### config.mk
export PLATFORM = sky130hd
export DESIGN_NAME = cordic_quadrant_wrap
export DESIGN_NICKNAME = d
export VERILOG_FILES = /design/src/rtl/cordic_quadrant_wrap.sv
export SDC_FILE = /design/constraint.sdc
export NUM_CORES = 1
export LEC_CHECK = 0
export ABC_CLOCK_PERIOD_IN_PS = 3100
export BUFFER_PORTS_ARGS = -buffer_cell sky130_fd_sc_hd__clkbuf_2
export CAP_MARGIN = 20
export CORE_ASPECT_RATIO = 1.2
export CORE_MARGIN = 2
export CORE_UTILIZATION = 50
export DETAILED_ROUTE_END_ITERATION = 8
export GPL_TIMING_DRIVEN = 1
export PLACE_DENSITY = 0.77
export SLEW_MARGIN = 0
export SYNTH_ARGS = -nofsm -noshare
export SYNTH_HDL_FRONTEND = slang
export SYNTH_SLANG_ARGS = --single-unit
### constraint.sdc
create_clock -name clock -period 3.1 [get_ports clock]
set_clock_uncertainty 0.15 [all_clocks]
set_input_delay 0 -clock clock [delete_from_list [all_inputs] [get_ports clock]]
set_output_delay 0 -clock clock [all_outputs]
set_load 0.005 [all_outputs]
### src/rtl/cordic_quadrant_wrap.sv
// Angle range reduction front end for a CORDIC sin/cos core.
// Ports: clock/reset, angle in (valid/ready), core start/ready/angle/sin/cos, sin/cos out (valid/ready).
module cordic_quadrant_wrap #(
   parameter int W_IN    = 13,
   parameter int W       = 12,
   parameter int PI_FXP  = 3217,
   parameter int HPI_FXP = 1608
) (
   input  logic                clock,
   input  logic                reset,
   input  logic                in_valid,
   output logic                in_ready,
   input  logic [W_IN-1:0]     angle_in,
   output logic                core_start,
   output logic [W-1:0]        core_angle,
   input  logic                core_ready,
   input  logic [W-1:0]        core_sin,
   input  logic [W-1:0]        core_cos,
   output logic                out_valid,
   input  logic                out_ready,
   output logic [W-1:0]        sin_out,
   output logic [W-1:0]        cos_out
);

   localparam int WA = W_IN + 1;

   localparam logic signed [WA-1:0] PI_A  = WA'(PI_FXP);
   localparam logic signed [WA-1:0] HPI_A = WA'(HPI_FXP);
   localparam logic signed [WA-1:0] PI2_A = WA'(2 * PI_FXP);

   localparam logic signed [W-1:0] S_MIN = {1'b1, {(W-1){1'b0}}};
   localparam logic signed [W-1:0] S_MAX = {1'b0, {(W-1){1'b1}}};

   typedef enum logic [2:0] {
      IDLE,
      WRAP,
      FOLD,
      ACK,
      DONE,
      OUT
   } state_t;

   state_t state;
   state_t state_nx;

   logic signed [WA-1:0] a_q;
   logic signed [WA-1:0] wrapped;
   logic signed [WA-1:0] folded;
   logic                 fold_neg;
   logic                 neg_cos;
   logic signed [W-1:0]  cos_in;
   logic signed [W-1:0]  cos_fix;

   // in_ready is forced low while reset is held even though state is IDLE
   assign in_ready = (state == IDLE) && reset;

   always_ff @(posedge clock or negedge reset) begin
      if (!reset) begin
         state <= IDLE;
      end else begin
         state <= state_nx;
      end
   end

   always_comb begin
      state_nx = state;
      unique case (state)
         IDLE: if (in_valid) state_nx = WRAP;
         WRAP: state_nx = FOLD;
         FOLD: state_nx = ACK;
         ACK:  if (!core_ready) state_nx = DONE;
         DONE: if (core_ready) state_nx = OUT;
         OUT:  if (out_ready) state_nx = IDLE;
         default: state_nx = IDLE;
      endcase
   end

   // bring the angle into [-pi, pi]
   always_comb begin
      wrapped = a_q;
      if (a_q > PI_A) begin
         wrapped = a_q - PI2_A;
      end else if (a_q < -PI_A) begin
         wrapped = a_q + PI2_A;
      end
   end

   // mirror about +/-pi/2: sin is preserved, cos changes sign
   always_comb begin
      folded   = a_q;
      fold_neg = 1'b0;
      if (a_q > HPI_A) begin
         folded   = PI_A - a_q;
         fold_neg = 1'b1;
      end else if (a_q < -HPI_A) begin
         folded   = -PI_A - a_q;
         fold_neg = 1'b1;
      end
   end

   // -(-2048) does not fit, clamp to +2047
   always_comb begin
      cos_in  = $signed(core_cos);
      cos_fix = cos_in;
      if (neg_cos) begin
         cos_fix = (cos_in == S_MIN) ? S_MAX : -cos_in;
      end
   end

   always_ff @(posedge clock or negedge reset) begin
      if (!reset) begin
         a_q        <= '0;
         core_start <= 1'b0;
         core_angle <= '0;
         neg_cos    <= 1'b0;
         out_valid  <= 1'b0;
         sin_out    <= '0;
         cos_out    <= '0;
      end else begin
         unique case (state)
            IDLE: begin
               if (in_valid) begin
                  a_q <= WA'($signed(angle_in));
               end
            end
            WRAP: begin
               a_q <= wrapped;
            end
            FOLD: begin
               core_angle <= folded[W-1:0];
               neg_cos    <= fold_neg;
               core_start <= 1'b1;
            end
            ACK: begin
            end
            DONE: begin
               if (core_ready) begin
                  sin_out    <= core_sin;
                  cos_out    <= cos_fix;
                  core_start <= 1'b0;
                  out_valid  <= 1'b1;
               end
            end
            OUT: begin
               if (out_ready) begin
                  out_valid <= 1'b0;
               end
            end
            default: begin
            end
         endcase
      end
   end

endmodule
==> flow_summary.yaml <==
outcome:
  outcome: "finished clean"
route:
  wl_met2_mm: 5.65
  ant_nets: 0
  vias_per_cell: 5.91
  dr.pass1.iters: 5
  top_layer: "met4"
  wl_met1_mm: 4.16
  num_vias: 3802
  drtIter0Drc: 253
  routedWlPerCell_um: 16.5
  dr_wl_met3_um: 546
  drc: 0
  totalWireLength_mm: 10.6
synth:
  ys_seq_elements: 56
  yosysTopAreaCellShare: 0.374
  ys_seq_area_frac: 0.374
  syn-mean-instance-area_um2: 8.92
  synth_top_area_cell: "dfrtp_1"
  synth_top_flop_cell: "dfrtp_1"
  ys_types: 63
  synth_area_um2: 3740
  synthArstFlopShare: 1.00
  synth_edf_count: 0
  syn_inst: 420
  synthTopCellsByArea: "dfrtp_1 37%, ha_1 6.3%, nand2_1 4.5%"
  yosys_warnings: 0
  synth_fp_nets: 482
timing:
  setup_violations: 0
  max_freq_ghz: 0.334
  relSlewSlack: 0.504
  finalCritPeriodShare: 0.967
  hold_viol: 0
  min_period_ps: 3000
  drv_slew: 0
  rsz0062_at_grt: "true"
  tightestPinTransition_ps: 744
  fin_ws_ps: 103
worst_setup_path:
  cp_max_fo: 7
  endpoint_kind: "register"
  worstReg2RegStart: "a_q[8]"
  critPathArrivalTime_ps: 3030
  crit_path_start_kind: "register"
  rr_worst_depth: 12
  r2r_end: "a_q[6]"
  rrSetupSlack_ps: 100
  crit_required_ps: 3130
  critical_path_class: "reg2reg"
floorplanning:
  num_rows: 34
  dieArea_um2: 8200
  die_w_um: 83
  initial_utilization: 0.515
  ios: 81
  die_h_um: 98.8
  core_area_um2: 7270
clock_tree:
  cts_buffers: 5
  cts_root_buf: "clkbuf_8"
  clock_latency_ps: 320
  htree_levels: 2
  cts_sinks: 56
  clk_pin_slew_ps: 100
  clk_path_buf_depth: 2
  cts_tree: "built"
grt:
  grt_pass1_vias: 3803
  grt_max_degree: 31
  antenna_found_initial: 0
  grtUsageTotal: 0.256
  grt.overflow.total: 0
  grt_pass1_wl_mm: 17.5
pwr:
  leakagePower_nw: 2.31
  p_per_area_nw_per_um2: 1150
  irDropWorstVdd_mv: 0.872
  design_power_total_w: 0.00573
layout:
  fin_util: 0.688
  drive_above_1_share: 0.277
  nFillCells: 549
  layout_commonest_cell: "clkbuf_2"
  mostFrequentLayoutCells: "80 x clkbuf_2, 55 x dfrtp_1, 45 x dlygate4sd3_1"
  nets: 614
  syn_to_final_growth_pct: 33.7
  antennaDiodeCount: 0
placement:
  place_congestion: 0.919
  dp_slack_ps: 64.2
  io_buffers: 80
  dp.final_hpwl_mm: 7.00
worst_hold_path:
  min_path_type: "in2async"
flow_run:
  max_cap_viol_count: 0
[critical path, stage by stage (launching register included)]
cell,delay (ps)
dfrtp_1,390
or2_1,310
a2111oi_4,350
o21ai_2,100
nand2b_1,160
inv_4,100
ha_1,340
a211oi_4,280
o21bai_1,120
a21oi_1,180
xnor2_1,90
mux2i_1,180
o21ai_0,110
[layer usage]
metal | track usage | vias up
met4 | 0.105 | 0
met1 | 0.304 | 1813
met5 | 0 | -
met2 | 0.467 | 167
li1 | - | 1798
met3 | 0.0327 | 24
[sequential cells by signal, indices dropped and copies added (netlist names)]
register	cells
core_start	1
cos_out	12
out_valid	1
a_q	14
core_angle	12
state	3
neg_cos	1
sin_out	12
[cell type report]
| cell class | instances | area (um2) | area share |
|---|---|---|---|
| clock inverter | 3 | 27.5 | 0.00550 |
| timing repair buffer | 149 | 1030 | 0.206 |
| tap | 90 | 113 | 0.0225 |
| sequential | 56 | 1400 | 0.280 |
| inverter | 16 | 62.6 | 0.0125 |
| multi-input combinational | 324 | 2300 | 0.460 |
| clock buffer | 5 | 68.8 | 0.0137 |
[worst max-delay path by stage]
| stage | start | end |
|---|---|---|
| floorplan | a_q[3] | a_q[7] |
| global placement | a_q[4] | a_q[12] |
| detailed placement | a_q[4] | a_q[12] |
| CTS | a_q[4] | a_q[12] |
| global route | a_q[5] | a_q[6] |
| finish | a_q[8] | a_q[6] |
[per-stage QoR]
| step | instance area (um2) | hold WS, ps | std cells | setup TNS, ps |
|---|---|---|---|---|
| floorplan | 3790 | -446 | 420 | -14.0 |
| global placement | 4350 | -44.4 | 589 | 0 |
| detailed placement | 4350 | -42.3 | 589 | 0 |
| CTS | 4900 | 173 | 642 | 0 |
| global route | 5010 | 215 | 643 | -359 |
| finish | 5010 | 141 | 643 | 0 |
[synth_stat cells, types with 8 or more instances]
| cell | instances |
|---|---|
| mux2_2 | 14 |
| nand2_1 | 45 |
| a211oi_1 | 9 |
| nor2_1 | 32 |
| clkbuf_1 | 13 |
| xor2_1 | 8 |
| nand3_1 | 10 |
| nor3_1 | 13 |
| inv_1 | 16 |
| a21oi_1 | 33 |
| dfrtp_1 | 56 |
| ha_1 | 19 |
| o21ai_0 | 27 |
[logic make-up after synthesis]
| logic type | Yosys count | synth area share |
|---|---|---|
| flops | 56 | 0.374 |
| fa+ha+maj | 20 | 0.0688 |
| simple gates | 141 | 0.182 |
| mux | 21 | 0.0608 |
| compound gates | 127 | 0.233 |
| buf+inv | 40 | 0.0461 |
| xor+xnor | 15 | 0.0351 |
[power by group]
group	total, W	internal [W]	switching (W)
clock network	0.000423	0.000166	0.000257
logic	0.00394	0.00175	0.00219
registers	0.00137	0.00109	0.000275
[repair_timing]
item                                   CTS  global route
setup endpoints to repair                0             8
endpoints found under the hold margin   70             0
resized for setup                        0            17
hold buffers                            45             0
setup buffers                            0             1
No activity file was read; power rests on OpenSTA's default activity.
